[config.mk]
export PLATFORM = sky130hd
export DESIGN_NAME = w_stage_writeback_flat
export DESIGN_NICKNAME = d
export VERILOG_FILES = /design/src/rtl/w_stage_writeback_if.sv /design/src/rtl/w_stage_writeback.sv /design/src/flat_wrapper.sv
export SDC_FILE = /design/constraint.sdc
export NUM_CORES = 1
export LEC_CHECK = 0
export ABC_AREA = 1
export CELL_PAD_IN_SITES_DETAIL_PLACEMENT = 2
export CELL_PAD_IN_SITES_GLOBAL_PLACEMENT = 2
export CORE_ASPECT_RATIO = 0.75
export CORE_UTILIZATION = 24
export DETAILED_ROUTE_END_ITERATION = 16
export GPL_ROUTABILITY_DRIVEN = 0
export GPL_TIMING_DRIVEN = 0
export PLACE_DENSITY = 0.76
export SYNTH_ARGS = -nofsm -noshare
export SYNTH_HDL_FRONTEND = slang
export SYNTH_SLANG_ARGS = --single-unit
[constraint.sdc]
create_clock -name clk -period 2.21 [get_ports clk]
set_input_delay 0.442 -clock clk [delete_from_list [all_inputs] [get_ports clk]]
set_output_delay 0.442 -clock clk [all_outputs]
set_load 0.005 [all_outputs]
[src/rtl/w_stage_writeback_if.sv]
// w_stage_writeback_if: M-stage capture inputs and W-stage GRF write port of the writeback stage
interface w_stage_writeback_if #(parameter int CNT_W = 32);
  logic             m_valid;
  logic [31:0]      m_pc;
  logic             m_reg_write;
  logic [4:0]       m_reg_addr;
  logic [1:0]       m_wb_src;
  logic [2:0]       m_load_type;
  logic [31:0]      m_alu_result;
  logic [31:0]      m_mem_rdata;
  logic             w_reg_write;
  logic [4:0]       w_reg_addr;
  logic [31:0]      w_write_data;
  logic [31:0]      w_pc;
  logic             w_align_err;
  logic [CNT_W-1:0] retired_count;
  modport master (
    output m_valid, m_pc, m_reg_write, m_reg_addr, m_wb_src, m_load_type, m_alu_result, m_mem_rdata,
    input  w_reg_write, w_reg_addr, w_write_data, w_pc, w_align_err, retired_count
  );
  modport slave (
    input  m_valid, m_pc, m_reg_write, m_reg_addr, m_wb_src, m_load_type, m_alu_result, m_mem_rdata,
    output w_reg_write, w_reg_addr, w_write_data, w_pc, w_align_err, retired_count
  );
endinterface

[src/rtl/w_stage_writeback.sv]
// w_stage_writeback: MIPS M/W pipeline register, load alignment/extension and GRF write-port driver.
// Define WB_TRACE_EN to print a simulation trace of every GRF write.
module w_stage_writeback #(
  parameter logic [31:0] RESET_PC = 32'h0000_3000,
  parameter int          CNT_W    = 32
) (
  input logic clk,
  input logic reset,
  w_stage_writeback_if.slave bus
);
  logic [31:0]      pc, alu, rdata;
  logic [1:0]       src;
  logic [2:0]       ltype;
  logic             we, err;
  logic [4:0]       addr;
  logic [CNT_W-1:0] count;
  logic             m_lh, m_lb, misalign;
  logic [1:0]       off;
  logic [15:0]      half;
  logic [7:0]       byt;
  logic [31:0]      load, data;
  assign m_lh = bus.m_load_type == 3'd1 || bus.m_load_type == 3'd2;
  assign m_lb = bus.m_load_type == 3'd3 || bus.m_load_type == 3'd4;
  // Types 5-7 fall into the LW branch and need full word alignment
  assign misalign = bus.m_valid && bus.m_wb_src == 2'd1 &&
                    (m_lh ? bus.m_alu_result[0] : !m_lb && bus.m_alu_result[1:0] != 2'd0);
  always_ff @(posedge clk) begin
    if (reset || !bus.m_valid) begin
      pc    <= RESET_PC;
      alu   <= '0;
      rdata <= '0;
      src   <= '0;
      ltype <= '0;
      we    <= 1'b0;
      addr  <= '0;
      err   <= 1'b0;
    end else begin
      pc    <= bus.m_pc;
      alu   <= bus.m_alu_result;
      rdata <= bus.m_mem_rdata;
      src   <= bus.m_wb_src;
      ltype <= bus.m_load_type;
      we    <= bus.m_reg_write && !misalign && bus.m_reg_addr != 5'd0;
      addr  <= bus.m_reg_addr;
      err   <= misalign;
    end
    if (reset) count <= '0;
    else if (bus.m_valid) count <= count + CNT_W'(1);
  end
  assign off  = alu[1:0];
  assign half = off[1] ? rdata[31:16] : rdata[15:0];
  assign byt  = rdata[{off, 3'b000} +: 8];
  always_comb begin
    load = ltype == 3'd1 ? {{16{half[15]}}, half} :
           ltype == 3'd2 ? {16'h0000, half} :
           ltype == 3'd3 ? {{24{byt[7]}}, byt} :
           ltype == 3'd4 ? {24'h000000, byt} : rdata;
    data = src == 2'd0 ? alu :
           src == 2'd1 ? load :
           src == 2'd2 ? pc + 32'd8 : 32'h0;
  end
  assign bus.w_reg_write   = we;
  assign bus.w_reg_addr    = addr;
  assign bus.w_write_data  = data;
  assign bus.w_pc          = pc;
  assign bus.w_align_err   = err;
  assign bus.retired_count = count;
`ifdef WB_TRACE_EN
  always_ff @(posedge clk) if (!reset && we) $display("@%h: $%d <= %h", pc, addr, data);
`endif
endmodule

[src/flat_wrapper.sv]
// flat-port wrapper written by rule: the top's interface ports become plain ports
module w_stage_writeback_flat 
#(
  parameter logic [31:0] RESET_PC = 32'h0000_3000,
  parameter int          CNT_W    = 32
)
  (clk, reset, bus_m_valid, bus_m_pc, bus_m_reg_write, bus_m_reg_addr, bus_m_wb_src, bus_m_load_type, bus_m_alu_result, bus_m_mem_rdata, bus_w_reg_write, bus_w_reg_addr, bus_w_write_data, bus_w_pc, bus_w_align_err, bus_retired_count);
  w_stage_writeback_if #(.CNT_W(CNT_W)) bus_i ();
  input logic clk;
  input logic reset;
  input wire logic [$bits(bus_i.m_valid)-1:0] bus_m_valid;
  input wire logic [$bits(bus_i.m_pc)-1:0] bus_m_pc;
  input wire logic [$bits(bus_i.m_reg_write)-1:0] bus_m_reg_write;
  input wire logic [$bits(bus_i.m_reg_addr)-1:0] bus_m_reg_addr;
  input wire logic [$bits(bus_i.m_wb_src)-1:0] bus_m_wb_src;
  input wire logic [$bits(bus_i.m_load_type)-1:0] bus_m_load_type;
  input wire logic [$bits(bus_i.m_alu_result)-1:0] bus_m_alu_result;
  input wire logic [$bits(bus_i.m_mem_rdata)-1:0] bus_m_mem_rdata;
  output wire logic [$bits(bus_i.w_reg_write)-1:0] bus_w_reg_write;
  output wire logic [$bits(bus_i.w_reg_addr)-1:0] bus_w_reg_addr;
  output wire logic [$bits(bus_i.w_write_data)-1:0] bus_w_write_data;
  output wire logic [$bits(bus_i.w_pc)-1:0] bus_w_pc;
  output wire logic [$bits(bus_i.w_align_err)-1:0] bus_w_align_err;
  output wire logic [$bits(bus_i.retired_count)-1:0] bus_retired_count;
  assign bus_i.m_valid = bus_m_valid;
  assign bus_i.m_pc = bus_m_pc;
  assign bus_i.m_reg_write = bus_m_reg_write;
  assign bus_i.m_reg_addr = bus_m_reg_addr;
  assign bus_i.m_wb_src = bus_m_wb_src;
  assign bus_i.m_load_type = bus_m_load_type;
  assign bus_i.m_alu_result = bus_m_alu_result;
  assign bus_i.m_mem_rdata = bus_m_mem_rdata;
  assign bus_w_reg_write = bus_i.w_reg_write;
  assign bus_w_reg_addr = bus_i.w_reg_addr;
  assign bus_w_write_data = bus_i.w_write_data;
  assign bus_w_pc = bus_i.w_pc;
  assign bus_w_align_err = bus_i.w_align_err;
  assign bus_retired_count = bus_i.retired_count;
  w_stage_writeback #(.RESET_PC(RESET_PC), .CNT_W(CNT_W)) u_core (.clk(clk), .reset(reset), .bus(bus_i));
endmodule
==> impl_summary.md <==
Placed design
The detailed-placement wirelength estimate is 26,500 um. OpenSTA, run right after detailed placement, puts the worst setup slack at -746 ps. The placed instance area is 0.00981 mm2. Counting tap cells, the placed design contains a total of 1,748 instances. The number of buffers added on ports is 211.

Clock network
For this design, the CTS-stage hold fixing added 0 buffers. The TritonCTS clock tree is yes. The number of clock sinks is 140. CTS built an H-tree with a depth of 4. After clock tree synthesis, the clock-pin slew on the worst setup and hold paths is 60 ps.

For the worst-skew pair, the clock arrives at the later sink with an insertion delay of 450 ps. The maximum number of buffers from clock root to sink is 2. CTS placed an instance of sky130_fd_sc_hd__clkbuf_16 at the clock tree root.

The number of buffers created by CTS is 17.

Synth
The number of storage elements in the synthesis netlist is 140. The mean cell area of the mapped netlist is 6.30 um2. The number of distinct standard cells referenced by the synthesized netlist is 38. Summing the areas of all compound-gate instances in the mapped netlist gives 7.20% of the synthesized area. Of the post-synthesis cell area, the part taken by muxes is 0%. The cell area that synthesis handed to floorplanning was 0.00721 mm2.

The fraction of the yosys area taken by sequential cells is 38.9%. In this run, synthesis inferred 0 flip-flops with an integrated enable. The count of yosys warnings during synthesis is 0. The simple logic cell fraction of the synthesized area is 40.3%. The most used flip-flop cell after synthesis is sky130_fd_sc_hd__dfxtp_1. The cell count after synthesis came out at 1,145.

Of the total synthesized cell area, the portion taken by full adders, half adders and majority gates is 0.347%. Summing the areas of all xor and xnor instances in the mapped netlist gives 0.972% of the synthesized area. The net count after synthesis is 1,257.

After synthesis, the largest family of logic cells by area is simple AND/OR/NAND/NOR gates. After synthesis, the share of flip-flops with an asynchronous set or reset is 0%.

Power
The peak supply drop is 0.590 mV. The leakage component of the power is 0.00553 uW. In this run the power density over the cells is 562 mW/mm2.

Job
The max-capacitance violation count is 0.

Setup path
The cell seen most often among critical-path stages is sky130_fd_sc_hd__nand2_4. The start point of the critical path is u_core.rdata[31]. The worst register-to-register path begins at u_core.bus.retired_count[1]. The required time of the critical path is 1770 ps. The worst setup path is captured at a primary output. The arrival time reported for the critical path endpoint is 2130 ps. The critical path goes through inv_1 -> nand2_1 -> nand3_2 -> nand2_4 -> nand2_4 -> nand2_8 -> buf_12 -> o21ai_4 -> nand3_1 -> buf_2. On the worst path, the slowest cell contributes a delay of 380 ps.

The worst setup path is launched from a register. The type of the worst setup path is reg2out. Of all nets on the critical path, the largest fanout is 4. Among all stages on the critical path, the largest delay is contributed by sky130_fd_sc_hd__dfxtp_4.

STA
The number of hold-slack violations in the final timing report is 0. Headroom to the max-slew limit came out at 50.1%. The fmax is 0.389 GHz. Of the available clock period, the critical path in the final layout requires 116%. The post-layout minimum cycle time is 2570 ps. The largest clock skew in the final design is 9.85 ps. Setup repair after global routing could not meet its margin everywhere. Setup total negative slack on the finished layout was measured at -7500 ps.

The setup slack of the critical path after layout is -362 ps. The final number of max-transition violations is 0. The final count of negative-setup-slack endpoints is 32. The pin slew with the least headroom to its limit is 748 ps.

Die
The die is 152 um tall. The die covers 0.0308 mm2. 213 I/O pins were placed. The starting density of the core is 24.6%.

In this run the standard cell core region covers 0.0293 mm2. The die is 202 um wide. The site row count is 54.

Route
Dividing the detail-routed via count by the number of cells gives 4.85. The final routed wire length divided by cell count is 23.0 um. The first detailed-routing pass ran for 4 iterations. Summed over all layers, the routed wires come to 42,900 um.

Once detail routing completed, the nets flagged for antenna violations numbered 0. The total number of vias is 9,043. The first routing iteration left 481 violations.

The DRC violation count after routing is 0.

GRT
The via count of the first global-routing pass was 9,893. The remaining global-route overflow is 0. The wire length of the first global-routing pass is 61,100 um. Entering global routing, the biggest net connects 17 pins. The initial antenna violation count is 1. The aggregate global-route resource usage is 26.3%.

Layout
The net total in the final layout is 1,573. At the end of the flow the core is filled with cells to 42.4%. The post-layout instance area is 0.0124 mm2. The non-filler instance count after layout is 1,865. The repair_antennas step left the layout with diodes totalling 0. The area growth from synthesis to layout is 72.5%. The fraction of layout cells with a size suffix above 1 is 30.9%.

Status
The flow ran to the end, but the final reports show violations. The checks that failed: setup timing.

Min path
The path class of the tightest hold or removal check is in2reg. In this run the most critical hold path is launched from reset.
==> power by group <==
| part | switching (uW) | internal (uW) | total (uW) |
|---|---|---|---|
| clock network | 1260 | 1940 | 3200 |
| registers | 99.6 | 2600 | 2700 |
| logic | 568 | 526 | 1090 |
==> per-layer routing <==
metal / wire (um) / part of all wire (%) / global-route usage, %
met1: 18900 / 44 / 34.4
met4: 1300 / 3.0 / 8.95
met3: 2310 / 5.4 / 5.26
met2: 20400 / 48 / 43.1
met5: 0 / 0 / 0
==> cells in the final DEF, fill, tap and decap left out, drive strengths merged <==
master         count
dfxtp            140
o2111ai            1
clkinv             6
o21a               2
bufinv             4
o21ai             43
o211ai             3
clkinvlp           2
a31oi              8
nor3b              4
clkdlybuf4s50    179
or2                4
clkbuf            34
buf              140
and2               1
nor3              12
a22o               3
o21ba              1
nand3b             4
nor2             244
a21oi             29
nand4             13
inv              189
nand2            289
ha                 2
xor2               5
o22ai              3
xnor2              3
nand3            103
and3               1
o21bai             1
==> path summary, 6_finish.rpt <==
path / depth (start not counted) / slack [ps] / to
max: 10 / -360 / bus_w_write_data[14]
min: 2 / 420 / u_core.bus.retired_count[20]
max reg2reg: 10 / 460 / u_core.bus.retired_count[18]
min reg2reg: 1 / 500 / u_core.bus.retired_count[5]
==> worst max-delay path, delay by kind of cell (launching register included) <==
family	cells	cell delay [ps]
compound gates	1	210
flops	1	380
buf+inv	3	410
simple gates	6	690
==> Yosys cell counts (4+ instances only) <==
| master | number | area, um2 |
|---|---|---|
| sky130_fd_sc_hd__nand2_1 | 278 | 1040 |
| sky130_fd_sc_hd__nand3b_1 | 4 | 30.0 |
| sky130_fd_sc_hd__nand2_2 | 10 | 62.6 |
| sky130_fd_sc_hd__clkbuf_1 | 13 | 48.8 |
| sky130_fd_sc_hd__buf_2 | 18 | 90.1 |
| sky130_fd_sc_hd__inv_1 | 171 | 642 |
| sky130_fd_sc_hd__xor2_1 | 5 | 43.8 |
| sky130_fd_sc_hd__nor3_1 | 10 | 50.1 |
| sky130_fd_sc_hd__nand3_1 | 99 | 495 |
| sky130_fd_sc_hd__inv_2 | 18 | 67.6 |
| sky130_fd_sc_hd__a21oi_1 | 29 | 145 |
| sky130_fd_sc_hd__dfxtp_1 | 140 | 2800 |
| sky130_fd_sc_hd__nand4_1 | 13 | 81.3 |
| sky130_fd_sc_hd__o21ai_1 | 18 | 90.1 |
| sky130_fd_sc_hd__a31oi_1 | 8 | 50.1 |
| sky130_fd_sc_hd__or2_2 | 4 | 25.0 |
| sky130_fd_sc_hd__buf_4 | 5 | 37.5 |
| sky130_fd_sc_hd__nor2_1 | 225 | 845 |
| sky130_fd_sc_hd__nor2_2 | 12 | 75.1 |
| sky130_fd_sc_hd__o21ai_0 | 25 | 125 |
| sky130_fd_sc_hd__nor2_4 | 7 | 78.8 |
| sky130_fd_sc_hd__nand3_2 | 4 | 40.0 |
==> sequential cells by signal, summed over array words and instances, names as in the netlist <==
signal                    count
u_core.bus.w_pc              32
u_core.bus.w_align_err        1
u_core.rdata                 32
u_core.bus.w_reg_addr         5
u_core.alu                   32
u_core.src                    2
u_core.ltype                  3
u_core.bus.w_reg_write        1
u_core.bus.retired_count     32
==> metrics by stage <==
| step | hold WS, ps | power (uW) |
|---|---|---|
| global placement | 481 | 3520 |
| CTS | 387 | 6910 |
| detailed placement | 492 | 3540 |
| floorplan | 470 | 3020 |
| finish | 416 | 6990 |
| global route | 425 | 7200 |
==> layout make-up <==
type / count / area, um2
Sequential cell: 140 / 2890
Tap cell: 392 / 490
Buffer: 36 / 327
Clock buffer: 20 / 457
Fill cell: 3287 / 16900
Inverter: 190 / 763
Multi-Input combinational cell: 779 / 4550
Timing Repair Buffer: 297 / 2800
Clock inverter: 11 / 168
==> what timing repair did <==
item | 4_1_cts | 5_1_grt
endpoints found under the setup margin | 32 | 32
setup buffers | 72 | 9
gates cloned | 5 | 0
pin swaps | 89 | 33
resized for setup | 471 | 69
==> cells by family after synthesis <==
group	Yosys count
DFF	140
buffers and inverters	226
AOI/OAI and AO/OA	94
and+or+nand+nor	675
adders and majority gates	2
xor gates and xnor gates	8
(Power assumes the default switching activity.)
